### config.mk
export PLATFORM = sky130hd
export DESIGN_NAME = bayer_stream_gen_flat
export DESIGN_NICKNAME = d
export VERILOG_FILES = /design/src/rtl/bayer_stream_gen_if.sv /design/src/rtl/bayer_stream_gen.sv /design/src/flat_wrapper.sv
export SDC_FILE = /design/constraint.sdc
export NUM_CORES = 1
export LEC_CHECK = 0
export ABC_AREA = 1
export CAP_MARGIN = 20
export CORE_MARGIN = 2
export CORE_UTILIZATION = 61
export DETAILED_ROUTE_END_ITERATION = 6
export PLACE_DENSITY = 0.86
export SYNTH_ARGS = -nofsm -noshare
export SYNTH_HDL_FRONTEND = slang
export SYNTH_SLANG_ARGS = --single-unit
export TNS_END_PERCENT = 20
### constraint.sdc
create_clock -name iCLK -period 4 [get_ports iCLK]
set_input_delay 0.8 -clock iCLK [delete_from_list [all_inputs] [get_ports iCLK]]
set_output_delay 0.8 -clock iCLK [all_outputs]
set_load 0.02 [all_outputs]
### src/rtl/bayer_stream_gen_if.sv
// Pixel-stream bundle for bayer_stream_gen: control inputs plus the raw Bayer output stream.
// iSTALL exists only when BAYER_GEN_STALL_EN is defined.
interface bayer_stream_gen_if #(
    parameter int unsigned DATA_W = 12,
    parameter int unsigned CNT_W  = 11
);
    logic              iEN;
    logic [1:0]        iMODE;
`ifdef BAYER_GEN_STALL_EN
    logic              iSTALL;
`endif
    logic [CNT_W-1:0]  oX_Cont;
    logic [CNT_W-1:0]  oY_Cont;
    logic [DATA_W-1:0] oDATA;
    logic              oDVAL;
    logic              oFVAL;
    logic              oFRAME_DONE;
    logic [7:0]        oFRAME_CNT;

    modport master (
        input  iEN, iMODE,
`ifdef BAYER_GEN_STALL_EN
        input  iSTALL,
`endif
        output oX_Cont, oY_Cont, oDATA, oDVAL, oFVAL, oFRAME_DONE, oFRAME_CNT
    );

    modport slave (
        output iEN, iMODE,
`ifdef BAYER_GEN_STALL_EN
        output iSTALL,
`endif
        input  oX_Cont, oY_Cont, oDATA, oDVAL, oFVAL, oFRAME_DONE, oFRAME_CNT
    );
endinterface

### src/rtl/bayer_stream_gen.sv
// Raw-Bayer test-pattern source with programmable frame timing (ramp, CFA-ID, checker, LFSR).
// Optional BAYER_GEN_STALL_EN adds iSTALL back-pressure during the active part of a line.
module bayer_stream_gen #(
    parameter int unsigned H_ACTIVE = 8,
    parameter int unsigned V_ACTIVE = 6,
    parameter int unsigned H_BLANK  = 2,
    parameter int unsigned V_BLANK  = 2,
    parameter int unsigned DATA_W   = 12,
    parameter int unsigned CNT_W    = 11
) (
    input  logic                 iCLK,
    input  logic                 iRST,
    bayer_stream_gen_if.master   bus
);
    localparam int unsigned VB_LEN = V_BLANK * (H_ACTIVE + H_BLANK);
    localparam int unsigned BLK_W  = $clog2(VB_LEN + 1);
    localparam logic [11:0] SEED   = 12'hACE;

    typedef enum logic [1:0] {IDLE, ACTIVE, HBLANK, VBLANK} state_t;

    state_t              state_q, state_d;
    logic [CNT_W-1:0]    x_q, x_d, y_q, y_d;
    logic [DATA_W-1:0]   data_q, data_d;
    logic                dval_q, dval_d, fval_q, fval_d, done_q, done_d;
    logic [7:0]          fcnt_q, fcnt_d;
    logic [1:0]          mode_q, mode_d;
    logic [DATA_W-1:0]   n_q, n_d;
    logic [11:0]         lfsr_q, lfsr_d;
    logic [BLK_W-1:0]    blk_q, blk_d;

    logic stall, line_end, hb_end, vb_end, last_line;
    logic frame_start, line_start, frame_end, pix_next, pres;
    logic [CNT_W-1:0]  pres_x, pres_y;
    logic [DATA_W-1:0] pres_n;
    logic [11:0]       pres_lfsr;
    logic [1:0]        pres_mode;

`ifdef BAYER_GEN_STALL_EN
    assign stall = bus.iSTALL;
`else
    assign stall = 1'b0;
`endif

    function automatic logic [11:0] lfsr_step(input logic [11:0] l);
        return {l[10:0], l[11] ^ l[5] ^ l[3] ^ l[0]};
    endfunction

    function automatic logic [DATA_W-1:0] pattern(
        input logic [1:0]        m,
        input logic [CNT_W-1:0]  px,
        input logic [CNT_W-1:0]  py,
        input logic [DATA_W-1:0] pn,
        input logic [11:0]       pl
    );
        logic [DATA_W-1:0] g;
        g = DATA_W'(1) << (DATA_W - 1);
        case (m)
            2'd0: return pn + DATA_W'(1);
            2'd1: begin
                case ({py[0], px[0]})
                    2'b00:   return g;
                    2'b01:   return '1;
                    2'b10:   return '0;
                    default: return g;
                endcase
            end
            2'd2:    return (px[2] ^ py[2]) ? '1 : '0;
            default: return DATA_W'(pl);
        endcase
    endfunction

    // Outputs show the pixel just presented; the next pixel is chosen from the current state.
    assign last_line   = (y_q == CNT_W'(V_ACTIVE - 1));
    assign line_end    = (state_q == ACTIVE) && (x_q == CNT_W'(H_ACTIVE - 1));
    assign hb_end      = (state_q == HBLANK) && (blk_q == BLK_W'(H_BLANK));
    assign vb_end      = (state_q == VBLANK) && (blk_q == BLK_W'(VB_LEN));
    assign frame_start = bus.iEN && ((state_q == IDLE) || vb_end);
    assign line_start  = hb_end && !last_line;
    assign frame_end   = hb_end && last_line;
    assign pix_next    = (state_q == ACTIVE) && !line_end && !stall;
    assign pres        = frame_start || line_start || pix_next;

    assign pres_x    = pix_next ? x_q + CNT_W'(1) : '0;
    assign pres_y    = frame_start ? '0 : (line_start ? y_q + CNT_W'(1) : y_q);
    assign pres_n    = frame_start ? '0 : n_q;
    assign pres_lfsr = frame_start ? SEED : lfsr_q;
    assign pres_mode = frame_start ? bus.iMODE : mode_q;

    always_ff @(posedge iCLK or posedge iRST) begin
        if (iRST) state_q <= IDLE;
        else      state_q <= state_d;
    end

    always_comb begin
        state_d = state_q;
        case (state_q)
            IDLE:    if (bus.iEN) state_d = ACTIVE;
            ACTIVE:  if (line_end) state_d = HBLANK;
            HBLANK:  if (hb_end) state_d = last_line ? VBLANK : ACTIVE;
            VBLANK:  if (vb_end) state_d = bus.iEN ? ACTIVE : IDLE;
            default: state_d = IDLE;
        endcase
    end

    always_comb begin
        x_d    = x_q;
        y_d    = y_q;
        data_d = data_q;
        dval_d = 1'b0;
        fval_d = fval_q;
        done_d = 1'b0;
        fcnt_d = fcnt_q;
        mode_d = mode_q;
        n_d    = n_q;
        lfsr_d = lfsr_q;
        blk_d  = blk_q;
        if (pres) begin
            x_d    = pres_x;
            y_d    = pres_y;
            data_d = pattern(pres_mode, pres_x, pres_y, pres_n, pres_lfsr);
            dval_d = 1'b1;
            fval_d = 1'b1;
            mode_d = pres_mode;
            n_d    = pres_n + DATA_W'(1);
            lfsr_d = lfsr_step(pres_lfsr);
        end
        if (line_end) blk_d = BLK_W'(1);
        if ((state_q == HBLANK && !hb_end) || (state_q == VBLANK && !vb_end))
            blk_d = blk_q + BLK_W'(1);
        if (frame_end) begin
            x_d    = '0;
            y_d    = '0;
            fval_d = 1'b0;
            done_d = 1'b1;
            fcnt_d = fcnt_q + 8'd1;
            blk_d  = BLK_W'(1);
        end
    end

    always_ff @(posedge iCLK or posedge iRST) begin
        if (iRST) begin
            x_q    <= '0;
            y_q    <= '0;
            data_q <= '0;
            dval_q <= 1'b0;
            fval_q <= 1'b0;
            done_q <= 1'b0;
            fcnt_q <= '0;
            mode_q <= '0;
            n_q    <= '0;
            lfsr_q <= SEED;
            blk_q  <= '0;
        end else begin
            x_q    <= x_d;
            y_q    <= y_d;
            data_q <= data_d;
            dval_q <= dval_d;
            fval_q <= fval_d;
            done_q <= done_d;
            fcnt_q <= fcnt_d;
            mode_q <= mode_d;
            n_q    <= n_d;
            lfsr_q <= lfsr_d;
            blk_q  <= blk_d;
        end
    end

    assign bus.oX_Cont     = x_q;
    assign bus.oY_Cont     = y_q;
    assign bus.oDATA       = data_q;
    assign bus.oDVAL       = dval_q;
    assign bus.oFVAL       = fval_q;
    assign bus.oFRAME_DONE = done_q;
    assign bus.oFRAME_CNT  = fcnt_q;
endmodule

### src/flat_wrapper.sv
// flat-port wrapper written by rule: the top's interface ports become plain ports
module bayer_stream_gen_flat 
#(
    parameter int unsigned H_ACTIVE = 8,
    parameter int unsigned V_ACTIVE = 6,
    parameter int unsigned H_BLANK  = 2,
    parameter int unsigned V_BLANK  = 2,
    parameter int unsigned DATA_W   = 12,
    parameter int unsigned CNT_W    = 11
)
  (iCLK, iRST, bus_iEN, bus_iMODE, bus_oX_Cont, bus_oY_Cont, bus_oDATA, bus_oDVAL, bus_oFVAL, bus_oFRAME_DONE, bus_oFRAME_CNT);
  bayer_stream_gen_if #(.DATA_W(DATA_W), .CNT_W(CNT_W)) bus_i ();
  input  logic iCLK;
  input  logic iRST;
  input wire logic [$bits(bus_i.iEN)-1:0] bus_iEN;
  input wire logic [$bits(bus_i.iMODE)-1:0] bus_iMODE;
  output wire logic [$bits(bus_i.oX_Cont)-1:0] bus_oX_Cont;
  output wire logic [$bits(bus_i.oY_Cont)-1:0] bus_oY_Cont;
  output wire logic [$bits(bus_i.oDATA)-1:0] bus_oDATA;
  output wire logic [$bits(bus_i.oDVAL)-1:0] bus_oDVAL;
  output wire logic [$bits(bus_i.oFVAL)-1:0] bus_oFVAL;
  output wire logic [$bits(bus_i.oFRAME_DONE)-1:0] bus_oFRAME_DONE;
  output wire logic [$bits(bus_i.oFRAME_CNT)-1:0] bus_oFRAME_CNT;
  assign bus_i.iEN = bus_iEN;
  assign bus_i.iMODE = bus_iMODE;
  assign bus_oX_Cont = bus_i.oX_Cont;
  assign bus_oY_Cont = bus_i.oY_Cont;
  assign bus_oDATA = bus_i.oDATA;
  assign bus_oDVAL = bus_i.oDVAL;
  assign bus_oFVAL = bus_i.oFVAL;
  assign bus_oFRAME_DONE = bus_i.oFRAME_DONE;
  assign bus_oFRAME_CNT = bus_i.oFRAME_CNT;
  bayer_stream_gen #(.H_ACTIVE(H_ACTIVE), .V_ACTIVE(V_ACTIVE), .H_BLANK(H_BLANK), .V_BLANK(V_BLANK), .DATA_W(DATA_W), .CNT_W(CNT_W)) u_core (.iCLK(iCLK), .iRST(iRST), .bus(bus_i));
endmodule
After elaboration in Yosys (flattened, before gate mapping)
Cells that the tools add are included.
{ "classes": {"reduce_logical": 24, "add_sub_neg": 5, "bitwise": 4, "muxes": 27, "n_eq_ne": 15} }
{ "op_table": {"columns": ["op", "count"], "rows": [
  ["11-bit 2-to-1 mux", 7],
  ["12-bit 2-to-1 mux", 3],
  ["12-bit case mux with 3 select lines", 1],
  ["12-bit case mux with 2 select lines", 1],
  ["11-bit by 1-bit adder with 11-bit output (second input constant)", 2],
  ["11-bit by 3-bit equality test with 1-bit output (second input constant)", 2],
  ["5-bit 2-to-1 mux", 3],
  ["12-bit by 1-bit adder with 12-bit output (second input constant)", 1],
  ["2-bit 2-to-1 mux", 6],
  ["1-bit logical AND", 9],
  ["8-bit by 1-bit adder with 8-bit output (second input constant)", 1],
  ["2-bit equality test (second input constant)", 4],
  ["2-bit case mux with 4 select lines", 1],
  ["2-bit by 1-bit equality test with 1-bit output (second input constant)", 3],
  ["2-bit by 1-bit != test with 1-bit output (second input constant)", 3],
  ["3-bit nonzero test", 2],
  ["5-bit by 1-bit adder with 5-bit output (second input constant)", 1],
  ["5-bit by 2-bit equality test with 1-bit output (second input constant)", 1],
  ["5-bit equality test (second input constant)", 1],
  ["1-bit 2-to-1 mux", 5],
  ["1-bit logical NOT", 4],
  ["2-bit logical NOT", 2],
  ["1-bit logical OR", 4],
  ["4-bit AND reduction", 1],
  ["other kinds (4)", 7]
]} }
{ "totals": {"input_bits": 5, "elab_cells": 88, "register_bits": 78, "output_inout_bits": 45} }

Logic depth before layout (Yosys ltp)
Gate-level depths: netlist (run 1).
{ "logic_depth": {"word_depth": 8, "mapped_depth": 20, "ltp_nobuf": 18} }

Worst setup path before layout (run 1)
No wires, ideal clock.
{ "synth_path": {"path_type": "reg2reg", "start": "register u_core.blk_q[0]", "end": "register u_core.data_q[8], in the netlist u_core.bus.oDATA[8]", "synth_period_minus_slack_ps": 2310, "arrival_time_ps": 2194, "setup_time_ps": 116, "slack_ps": 1690, "required_time_ps": 3884, "n_path_buf": 2, "stages_incl_launch_ff": 20, "cell_sequence": "dfrtp_1 > inv_1 > ha_1 > nand2_1 > inv_1 > nand3_2 > nand2_4 > nand2_8 > buf_6 > buf_6 > nand2_1 > inv_1 > ha_1 > nand4_1 > nor2_2 > nand3b_1 > nand3_1 > nand2_2 > nand2_1 > nand2_1"} }
{ "synth_via": {"elab_chain_len": 8, "elab_cells_between_ends": 24, "classes_between": "1 x add/sub; 6 x eq/ne; 8 x mux; 1 x bitwise; 8 x reduce/logical"} }
{ "synth_rtl": {"columns": ["element", "line_no", "text"], "rows": [
  ["start, declared", "bayer_stream_gen.sv:29", "logic [BLK_W-1:0] blk_q, blk_d;"],
  ["start signal, assigned", "bayer_stream_gen.sv:164", "blk_q <= blk_d;"],
  ["branches (longest 8 deep; another with 12-bit by 1-bit adder with 12-bit output)", null, null],
  ["end signal, assigned", "bayer_stream_gen.sv:156", "data_q <= data_d;"],
  ["end, declared", "bayer_stream_gen.sv:23", "logic [DATA_W-1:0] data_q, data_d;"]
]} }
Several ways; the timed one is not identified. The select of a mux whose other input is x is not followed.
A chain may end at the register's enable or synchronous reset.

Worst setup path after layout (run 1)
{ "layout_path": {"start": "input port bus_iEN", "end": "register u_core.data_q[10], in the netlist u_core.bus.oDATA[10]"} }
{ "layout_via": {"elab_chain_len": 5, "elab_cells_between_ends": 17, "classes_between": "1 x add/sub; 4 x eq/ne; 7 x mux; 1 x bitwise; 4 x reduce/logical"} }
{ "layout_rtl": {"columns": ["element", "line_no", "text"], "rows": [
  ["start, declared", "flat_wrapper.sv:15", "input wire logic [$bits(bus_i.iEN)-1:0] bus_iEN;"],
  ["1-bit logical AND (*)", "bayer_stream_gen.sv:77", "assign frame_start = bus.iEN && ((state_q == IDLE) || vb_end);"],
  ["branches (longest 4 deep; another with 12-bit by 1-bit adder with 12-bit output)", null, null]
]} }
Every way passes the cells marked *.

==> results.sh, run 1 <==
export IMPL_rsz0062_at_grt="false"
export IMPL_fmax_mhz=375
export IMPL_placed_cell_area_um2=4950
export IMPL_synth_area_leaders="dfrtp_1 (40%), nand2_1 (11%), inv_1 (6.0%), nand3_1 (5.8%), dfstp_2 (4.2%)"
export IMPL_drt_initial_drc_count=268
export IMPL_synth_top_area_share_pct=40.2
export IMPL_track_usage_pct=25.7
export IMPL_vias=3760
export IMPL_cts_htree_levels=3
export IMPL_cp_max_fo=28
export IMPL_cts_tree="built"
export IMPL_fin_skew_ns=0.00952
export IMPL_post_route_period_util_pct=66.7
export IMPL_yosysMostFrequentCell="nand2_1"
export IMPL_wl_um=9490
export IMPL_drtPass1Iterations=4
export IMPL_p_per_area_nw_per_um2=263
export IMPL_cts_setup_buffers=0
export IMPL_place_hpwl_um=7010
export IMPL_worstSetupStartpointType="input port"
export IMPL_yosysWarnings=0
export IMPL_setup_tns_ns=0
export IMPL_clk_latency_ns=0.36
export IMPL_maxSlewViolCount=0
export IMPL_end_kind="register"
export IMPL_outcome="completed"
export IMPL_rows=31
export IMPL_synth_edf_count=0
export IMPL_synth_xor_area_share_pct=3.96
export IMPL_ys_types=38
export IMPL_core_area_um2=7140
export IMPL_max_stage_delay_ns=0.55
export IMPL_synth_net_count=565
export IMPL_drive_gt1_share_pct=13.3
export IMPL_instances_no_fill=706
export IMPL_seqCellArea_um2=1960
export IMPL_io_pin_count=50
export IMPL_nFillCells=579
export IMPL_grt_ovfl_total=0
export IMPL_muxShareOfSynthArea_pct=0.255
export IMPL_max_clock_path_buffers=2
export IMPL_required_ns=4.26
export IMPL_ys_ff_latch=78
export IMPL_r2r_slack_ns=1.38
export IMPL_synth_top_family_by_area="simple AND/OR/NAND/NOR gates"
export IMPL_hold_buffers=0
export IMPL_fin_area_um2=5140
export IMPL_nets=615
export IMPL_drc=0
export IMPL_routed_via_density=5.33
export IMPL_grt_max_degree=31
export IMPL_slew_headroom_pct=54.9
export IMPL_numPortBuffers=49
export IMPL_crit_type="in2reg"
export IMPL_arrival_ns=2.93
export IMPL_grt_pass1_wl_um=15700
export IMPL_layout_setup_ws_ns=1.33
export IMPL_cts_buffers=9
export IMPL_final_util_pct=72.0
export IMPL_syn_avg_cell_area_um2=8.01
export IMPL_synth_fa_ha_area_share_pct=2.26
export IMPL_yosys_area_top_type="dfrtp_1"
export IMPL_start_util_pct=62.0
export IMPL_dieArea_um2=7950
export IMPL_cp_slowest_cell="nor2_2"
export IMPL_ant_nets=0
export IMPL_synth_seq_area_share_pct=44.3
export IMPL_die_w_um=89.2
export IMPL_hold_path_class="reg2reg"
export IMPL_post_place_ws_ns=0.944
export IMPL_cts_sinks=78
export IMPL_die_h_um=89.2
export IMPL_vdd_ir_drop_max_v=0.000209
export IMPL_setup_viol_count_final=0
export IMPL_synth_compound_area_share_pct=8.20
export IMPL_synth_cells=552
export IMPL_wl_per_cell_um=13.4
export IMPL_grt_pass1_vias=3467
export IMPL_area_delta_synth_final_pct=16.1
export IMPL_hold_viol=0
export IMPL_clk_pin_slew_ns=0.09
export IMPL_async_flop_share_pct=100
export IMPL_place_gp_congestion=0.926
export IMPL_ctsResizeCount=0
export IMPL_cpMostUsedCell="nand2_1"
export IMPL_multiInputGateArea_um2=2030
export IMPL_dp_cells=690
export IMPL_tightest_slew_ns=0.675
export IMPL_synth_top_cells_by_count="nand2_1 (134), dfrtp_1 (71), inv_1 (71)"
export IMPL_cts_root_buf="clkbuf_8"
export IMPL_antenna_cells=0
export IMPL_crit_chain="clkdlybuf4s50_1 -> nand2_8 -> clkinv_8 -> nand2_4 -> nand2_8 -> nand2_2 -> nand2_1 -> nor2_2 -> nand2_1 -> nand2_1 -> nand2_1"
export IMPL_mappedNetlistArea_um2=4420
export IMPL_antenna_found_initial=0
export IMPL_maxCapViolCount=0
export IMPL_finalCriticalPeriod_ns=2.67
export IMPL_ys_flop_type="dfrtp_1"
export IMPL_synth_simple_area_share_pct=31.3
export IMPL_leakagePower_nw=2.51
cell type report:
cell class	count	area share, %
tap	99	2.41
inverter	83	6.31
clock inverter	7	1.14
multi-input combinational	378	39.6
sequential	78	38.2
clock buffer	9	2.41
timing repair buffer	52	9.99
routing by layer:
metal / global-route usage (%) / vias to the layer above / part of all wire [%] / routed length [µm]
li1: - / 1863 / - / -
met1: 34.6 / 1752 / 44 / 4210
met3: 4.25 / 24 / 5.2 / 490
met4: 12.1 / 0 / 2.7 / 255
met5: 0 / - / 0 / 0
met2: 40.7 / 121 / 48 / 4530
kinds of logic after synthesis:
logic type	after synthesis
buffers and inverters	96
AND/OR/NAND/NOR	282
XOR/XNOR	20
multiplexers	1
adder cells (fa/ha/maj)	8
flip-flops	78
AO/OA/AOI/OAI	67
final timing paths:
path	start	to	cells past startpoint
worst max-delay path	bus_iEN	u_core.bus.oDATA[10]$_DFFE_PP0P_	11
worst min-delay path	u_core.bus.oFRAME_CNT[7]$_DFFE_PP0P_	u_core.bus.oFRAME_CNT[7]$_DFFE_PP0P_	1
worst min register to register	u_core.bus.oFRAME_CNT[7]$_DFFE_PP0P_	u_core.bus.oFRAME_CNT[7]$_DFFE_PP0P_	1
max in group asynchronous	iRST	u_core.lfsr_q[3]$_DFFE_PP1P_	3
worst max register to register	u_core.bus.oX_Cont[0]$_DFFE_PP0P_	u_core.bus.oDATA[7]$_DFFE_PP0P_	13
min in group asynchronous	iRST	u_core.bus.oDVAL$_DFF_PP0_	2
stage by stage:
step	hold slack (ns)	power, W
floorplan	0.453	0.000815
global route	0.504	0.00140
global placement	0.463	0.000826
finish	0.480	0.00135
detailed placement	0.467	0.000826
CTS	0.490	0.00136
where the power goes:
| part | leakage (nW) | total (W) | internal [W] | switching, W |
|---|---|---|---|---|
| combinational | 1.53 | 0.0000213 | 0.00000480 | 0.0000165 |
| clock | 0.0864 | 0.000544 | 0.000232 | 0.000312 |
| sequential | 0.895 | 0.000788 | 0.000788 | 0 |
| total | 2.51 | 0.00135 | 0.00103 | 0.000328 |
state kept, by name, summed over array words and instances, names as in the netlist:
register                count
u_core.bus.oFVAL            1
u_core.lfsr_q              12
u_core.bus.oY_Cont         11
u_core.state_q              2
u_core.bus.oX_Cont         11
u_core.bus.oFRAME_CNT       8
u_core.mode_q               2
u_core.bus.oDATA           12
u_core.bus.oDVAL            1
u_core.bus.oFRAME_DONE      1
u_core.blk_q                5
u_core.n_q                 12
layout by cell type (no fill, tap or decap), types with 3 or more instances in the layout:
cell,n
nand2_1,134
dfrtp_1,71
inv_1,70
nand3_1,51
clkdlybuf4s50_1,49
nor2_1,38
o21ai_0,33
o21ai_1,15
xor2_1,15
nand2_2,14
inv_2,11
o22ai_1,11
nor2_2,9
clkbuf_8,9
ha_1,8
nor3_1,7
nand4_1,7
dfstp_2,7
nand2_4,6
xnor2_1,5
a21oi_1,4
or2_2,3
clkinv_4,3
buf_4,3
critical path, delay by kind of cell:
family / cells / cell delay [ns]
and+or+nand+nor: 9 / 1.45
buffers and inverters: 2 / 0.66
No activity file was read; power rests on OpenSTA's default activity.
==> run 2: changes to the inputs <==
Settings changed: CORE_UTILIZATION 61 to 57, PLACE_DENSITY 0.86 to 0.81.
Clock period 4 ns to 2.5 ns, I/O delays scaled along.
==> run 2 against run 1 <==
Flip-flop and latch count is the same. Sequential share of layout area decreased by 1.5 points. Clock power is 95% higher. Critical endpoint is now u_core.bus.oDATA[4]$_DFFE_PP0P_. Largest cell class unchanged.
==> results.sh, run 2 (same netlist as run 1, synthesis figures left out) <==
export IMPL_wl_per_cell_um=13.8
export IMPL_grt_pass1_vias=3736
export IMPL_worstSetupStartpointType="register"
export IMPL_arrival_ns=2.51
export IMPL_drive_gt1_share_pct=15.6
export IMPL_grt_ovfl_total=0
export IMPL_placed_cell_area_um2=5100
export IMPL_final_cell_mix="nand2_1 (134), dfrtp_1 (71), inv_1 (69), nand3_1 (51), clkdlybuf4s50_1 (49)"
export IMPL_whs_path_depth=1
export IMPL_cts_sinks=78
export IMPL_nFillCells=601
export IMPL_drc=0
export IMPL_grt_pass1_wl_um=17000
export IMPL_cp_max_fo=8
export IMPL_fin_skew_ns=0.00680
export IMPL_drt_initial_drc_count=195
export IMPL_reg2reg_to="u_core.bus.oDATA[4]$_DFFE_PP0P_"
export IMPL_drtPass1Iterations=4
export IMPL_nets=628
export IMPL_setup_viol_count_final=0
export IMPL_grt_max_degree=30
export IMPL_start_util_pct=58.2
export IMPL_outcome="completed"
export IMPL_post_route_period_util_pct=90.4
export IMPL_leakagePower_nw=2.62
export IMPL_cts_buffers=9
export IMPL_hold_viol=0
export IMPL_ant_nets=0
export IMPL_finalCriticalPeriod_ns=2.26
export IMPL_fmax_mhz=443
export IMPL_rows=32
export IMPL_critPathBufInv=4
export IMPL_hold_path_class="reg2reg"
export IMPL_vdd_ir_drop_max_v=0.000271
export IMPL_crit_chain="inv_2 -> ha_1 -> nand2_1 -> inv_1 -> nand3_2 -> nand2_4 -> nand2_8 -> nand2_1 -> inv_1 -> ha_1 -> nand4_1 -> buf_4 -> xor2_2 -> nand2_1 -> nand2_2 -> nand2_1 -> nand2_1"
export IMPL_area_delta_synth_final_pct=21.0
export IMPL_r2r_slack_ns=0.24
export IMPL_slew_headroom_pct=60.7
export IMPL_antenna_cells=0
export IMPL_r2r_start="u_core.blk_q[0]$_DFFE_PP0P_"
export IMPL_cts_tree="built"
export IMPL_core_area_um2=7610
export IMPL_die_h_um=92.1
export IMPL_cpMostUsedCell="nand2_1"
export IMPL_antenna_found_initial=0
export IMPL_crit_family="simple AND/OR/NAND/NOR gates"
export IMPL_end_kind="register"
export IMPL_die_w_um=92.1
export IMPL_track_usage_pct=25.0
export IMPL_routed_via_density=5.35
export IMPL_crit_type="reg2reg"
export IMPL_vias=3864
export IMPL_wl_um=9970
export IMPL_place_gp_congestion=0.878
export IMPL_numPortBuffers=49
export IMPL_setup_tns_ns=0
export IMPL_io_pin_count=50
export IMPL_required_ns=2.75
export IMPL_fin_area_um2=5350
export IMPL_dieArea_um2=8480
export IMPL_max_clock_path_buffers=2
export IMPL_cts_htree_levels=3
export IMPL_p_per_area_nw_per_um2=440
export IMPL_cts_root_buf="clkbuf_8"
export IMPL_rr_worst_depth=17
export IMPL_clk_latency_ns=0.35
export IMPL_cp_slowest_cell="dfrtp_1"
export IMPL_tightest_slew_ns=0.585
export IMPL_hp_start="u_core.bus.oFRAME_CNT[7]$_DFFE_PP0P_"
export IMPL_final_util_pct=70.3
export IMPL_final_common_cell="nand2_1"
export IMPL_holdPathEnd="u_core.bus.oFRAME_CNT[7]$_DFFE_PP0P_"
export IMPL_place_hpwl_um=7120
export IMPL_maxCapViolCount=0
export IMPL_clk_pin_slew_ns=0.08
export IMPL_maxSlewViolCount=0
export IMPL_max_stage_delay_ns=0.40
## run 2: worst register-to-register path, cell delays in order, from the launching register on
cell     delay, ns
dfrtp_1       0.40
inv_2         0.07
ha_1          0.19
nand2_1       0.06
inv_1         0.06
nand3_2       0.09
nand2_4       0.08
nand2_8       0.12
nand2_1       0.09
inv_1         0.08
ha_1          0.18
nand4_1       0.17
buf_4         0.21
xor2_2        0.14
nand2_1       0.07
nand2_2       0.06
nand2_1       0.06
nand2_1       0.05
## run 2: how the worst max path moves through the flow
stage	cells after the start	startpoint	to
after floorplan	1	iRST	u_core.blk_q[0]$_DFFE_PP0P_
after global placement	10	bus_iEN	u_core.bus.oDATA[9]$_DFFE_PP0P_
after detailed placement	10	bus_iEN	u_core.bus.oDATA[9]$_DFFE_PP0P_
after CTS	15	u_core.blk_q[0]$_DFFE_PP0P_	u_core.bus.oDATA[9]$_DFFE_PP0P_
after global routing	17	u_core.blk_q[1]$_DFFE_PP0P_	u_core.bus.oDATA[6]$_DFFE_PP0P_
final	17	u_core.blk_q[0]$_DFFE_PP0P_	u_core.bus.oDATA[4]$_DFFE_PP0P_
## run 2: where the power goes
part           switching (W)  internal, W
clock network       0.000471     0.000586
logic              0.0000281    0.0000108
registers                  0      0.00126
total               0.000499      0.00186
## run 2: stage by stage
step                worst slack [ns]  hold WS, ns  power (W)  cells
finish                         0.241        0.472    0.00236    722
global route                 -0.0165        0.482    0.00243    722
CTS                            0.167        0.477    0.00237    722
detailed placement            0.0196        0.465    0.00133    706
global placement               0.134        0.460    0.00133    706
floorplan                     0.0166        0.453    0.00130    552
## run 2: metal layers
layer  vias to the layer above  GRT usage, %  share of wire, %  wire (µm)
met2                       137          42.6                48       4780
li1                       1891             -                 -          -
met5                         -             0                 0          0
met1                      1810          31.9                44       4350
met3                        26          3.45               5.6        563
met4                         0          10.8               2.8        278
## run 2: layout make-up
cell class / count / area (µm²) / share of cell area, %
multi-input combinational: 378 / 2060 / 38.4
tap: 102 / 128 / 2.38
inverter: 83 / 324 / 6.06
clock buffer: 10 / 138 / 2.57
clock inverter: 6 / 85.1 / 1.59
timing repair buffer: 65 / 661 / 12.3
sequential: 78 / 1960 / 36.6
## run 2: timing repair
item | 4_1_cts | 5_1_grt
endpoints found under the hold margin | 0 | 0
endpoints found under the setup margin | 0 | 6
gates resized for setup | 0 | 5
hold buffers | 0 | 0
buffers inserted | 0 | 0
==> run 3: changes to the inputs <==
--- a/config.mk
+++ b/config.mk
@@ -13,2 +13,3 @@
 export PLACE_DENSITY = 0.81
+export SLEW_MARGIN = 40
 export SYNTH_ARGS = -nofsm -noshare
==> constraint.sdc (replaced) <==
create_clock -name iCLK -period 2.5 [get_ports iCLK]
set_input_delay 0.375 -clock iCLK [delete_from_list [all_inputs] [get_ports iCLK]]
set_output_delay 0.375 -clock iCLK [all_outputs]
set_load 0.02 [all_outputs]
==> run 3 against run 2 <==
Sequential share of layout area increased by 0.20 points. Flip-flop and latch count unchanged. Setup slack got worse by 0.11 ns. Sequential power about the same. Total power decreased by 4.1%. Final cell count increased by 0.28%. Die area unchanged. Via count increased by 1.6%. Wire length increased by 2.4%. First-iteration DRC count increased by 15%. Highest routed layer unchanged.
==> results.sh, run 3 (same netlist as run 1, synthesis figures left out) <==
export IMPL_ant_nets=0
export IMPL_cts_sinks=78
export IMPL_cts_htree_levels=3
export IMPL_vdd_ir_drop_max_v=0.000299
export IMPL_grt_max_degree=33
export IMPL_max_clock_path_buffers=2
export IMPL_crit_type="reg2reg"
export IMPL_setup_viol_count_final=0
export IMPL_worstSetupStartpointType="register"
export IMPL_arrival_ns=2.66
export IMPL_io_pin_count=50
export IMPL_die_w_um=92.1
export IMPL_p_per_area_nw_per_um2=425
export IMPL_numPortBuffers=49
export IMPL_drive_gt1_share_pct=15.9
export IMPL_die_h_um=92.1
export IMPL_cts_tree="built"
export IMPL_multiInputGateArea_um2=2060
export IMPL_dieArea_um2=8480
export IMPL_drc=0
export IMPL_placed_cell_area_um2=5060
export IMPL_slew_headroom_pct=62.3
export IMPL_final_cell_mix="nand2_1 (134), dfrtp_1 (71), inv_1 (70), nand3_1 (50), clkdlybuf4s50_1 (49)"
export IMPL_maxCapViolCount=0
export IMPL_wl_per_cell_um=14.1
export IMPL_fin_skew_ns=0.00711
export IMPL_start_util_pct=58.2
export IMPL_cts_root_buf="clkbuf_8"
export IMPL_maxSlewViolCount=0
export IMPL_required_ns=2.79
export IMPL_cp_max_fo=7
export IMPL_nets=630
export IMPL_antenna_cells=0
export IMPL_final_common_cell="nand2_1"
export IMPL_tightest_slew_ns=0.561
export IMPL_cts_buffers=9
export IMPL_core_area_um2=7610
export IMPL_wl_um=10200
export IMPL_rows=32
export IMPL_nFillCells=579
export IMPL_clk_pin_slew_ns=0.08
export IMPL_fin_area_um2=5320
export IMPL_place_hpwl_um=7300
export IMPL_clk_latency_ns=0.35
export IMPL_seqCellArea_um2=1960
export IMPL_finalCriticalPeriod_ns=2.37
export IMPL_dp_cells=703
export IMPL_drtPass1Iterations=4
export IMPL_end_kind="register"
export IMPL_grt_pass1_wl_um=16900
export IMPL_setup_tns_ns=0
export IMPL_post_route_period_util_pct=94.9
export IMPL_track_usage_pct=25.0
export IMPL_vias=3925
export IMPL_place_gp_congestion=0.922
export IMPL_instances_no_fill=724
export IMPL_hold_buffers=0
export IMPL_routed_via_density=5.42
export IMPL_antenna_found_initial=0
export IMPL_fmax_mhz=421
export IMPL_hold_path_class="in2async"
export IMPL_hold_viol=0
export IMPL_drt_initial_drc_count=224
export IMPL_grt_pass1_vias=3653
export IMPL_leakagePower_nw=2.60
export IMPL_grt_ovfl_total=0
export IMPL_area_delta_synth_final_pct=20.3
export IMPL_outcome="completed"
-- run 3: changes by cell type in the layout (fill, tap and decap cells not counted), sizes merged --
cell and delta:
bufinv -1, clkbuf +1, buf +2
-- run 3: what timing repair did --
| item | 4_1_cts | 5_1_grt |
|---|---|---|
| setup endpoints to repair | 0 | 10 |
| gates resized for setup | 0 | 6 |
| setup buffers | 0 | 5 |
| endpoints found under the hold margin | 0 | 0 |
-- run 3: critical path, cell delays in order, from the launching register on --
cell and delay, ns:
dfrtp_1 0.40, inv_1 0.07, ha_1 0.18, nand2_1 0.07
inv_1 0.06, nand3_2 0.09, nand2_4 0.08, nand2_8 0.11
clkinv_8 0.08, nor2_2 0.08, ha_2 0.20, nand4_1 0.22
nor2_4 0.23, nand2_1 0.08, nand2_1 0.08, nand3_1 0.08
nand2_2 0.09, nand2_1 0.05, nand2_1 0.06
-- run 3: layer usage --
layer / global-route usage [%] / vias up / routed length (µm)
met1: 32.2 / 1858 / 4290
li1: - / 1887 / -
met5: 0 / - / 0
met3: 4.68 / 24 / 729
met2: 42.0 / 156 / 4970
met4: 8.96 / 0 / 224
-- run 3: path summary, 6_finish.rpt --
kind	startpoint	endpoint	slack, ns	cells after the start
worst max-delay path	u_core.blk_q[1]$_DFFE_PP0P_	u_core.bus.oDATA[8]$_DFFE_PP0P_	0.13	18
worst min-delay path	iRST	u_core.bus.oDATA[5]$_DFFE_PP0P_	0.35	2
worst max register to register	u_core.blk_q[1]$_DFFE_PP0P_	u_core.bus.oDATA[8]$_DFFE_PP0P_	0.13	18
worst min register to register	u_core.bus.oFRAME_CNT[7]$_DFFE_PP0P_	u_core.bus.oFRAME_CNT[7]$_DFFE_PP0P_	0.48	1
max in group asynchronous	iRST	u_core.bus.oX_Cont[7]$_DFFE_PP0P_	1.40	3
min in group iCLK	u_core.bus.oFRAME_CNT[7]$_DFFE_PP0P_	u_core.bus.oFRAME_CNT[7]$_DFFE_PP0P_	0.48	1
-- run 3: power breakdown --
part / switching (W) / total (W) / internal, W
Combinational: 0.0000276 / 0.0000374 / 0.00000980
Clock: 0.000474 / 0.000963 / 0.000489
Sequential: 0 / 0.00126 / 0.00126
-- run 3: area by class of cell --
cell class                      instances  area share (%)
Clock buffer                           11            2.66
Clock inverter                          5            1.10
Inverter                               83            6.09
Multi-Input combinational cell        378            38.7
Sequential cell                        78            36.8
Tap cell                              102            2.40
Timing Repair Buffer                   67            12.2
-- run 3: stage by stage --
stage	total power (W)	util (%)	worst slack (ns)	hold WS (ns)
after global routing	0.00234	70.0	-0.0402	0.404
final	0.00226	70.0	0.127	0.349
after detailed placement	0.00133	66.5	0.0920	0.466
after global placement	0.00132	66.5	0.164	0.461
after CTS	0.00227	69.1	0.0924	0.356
after floorplan	0.00130	-	0.142	0.453
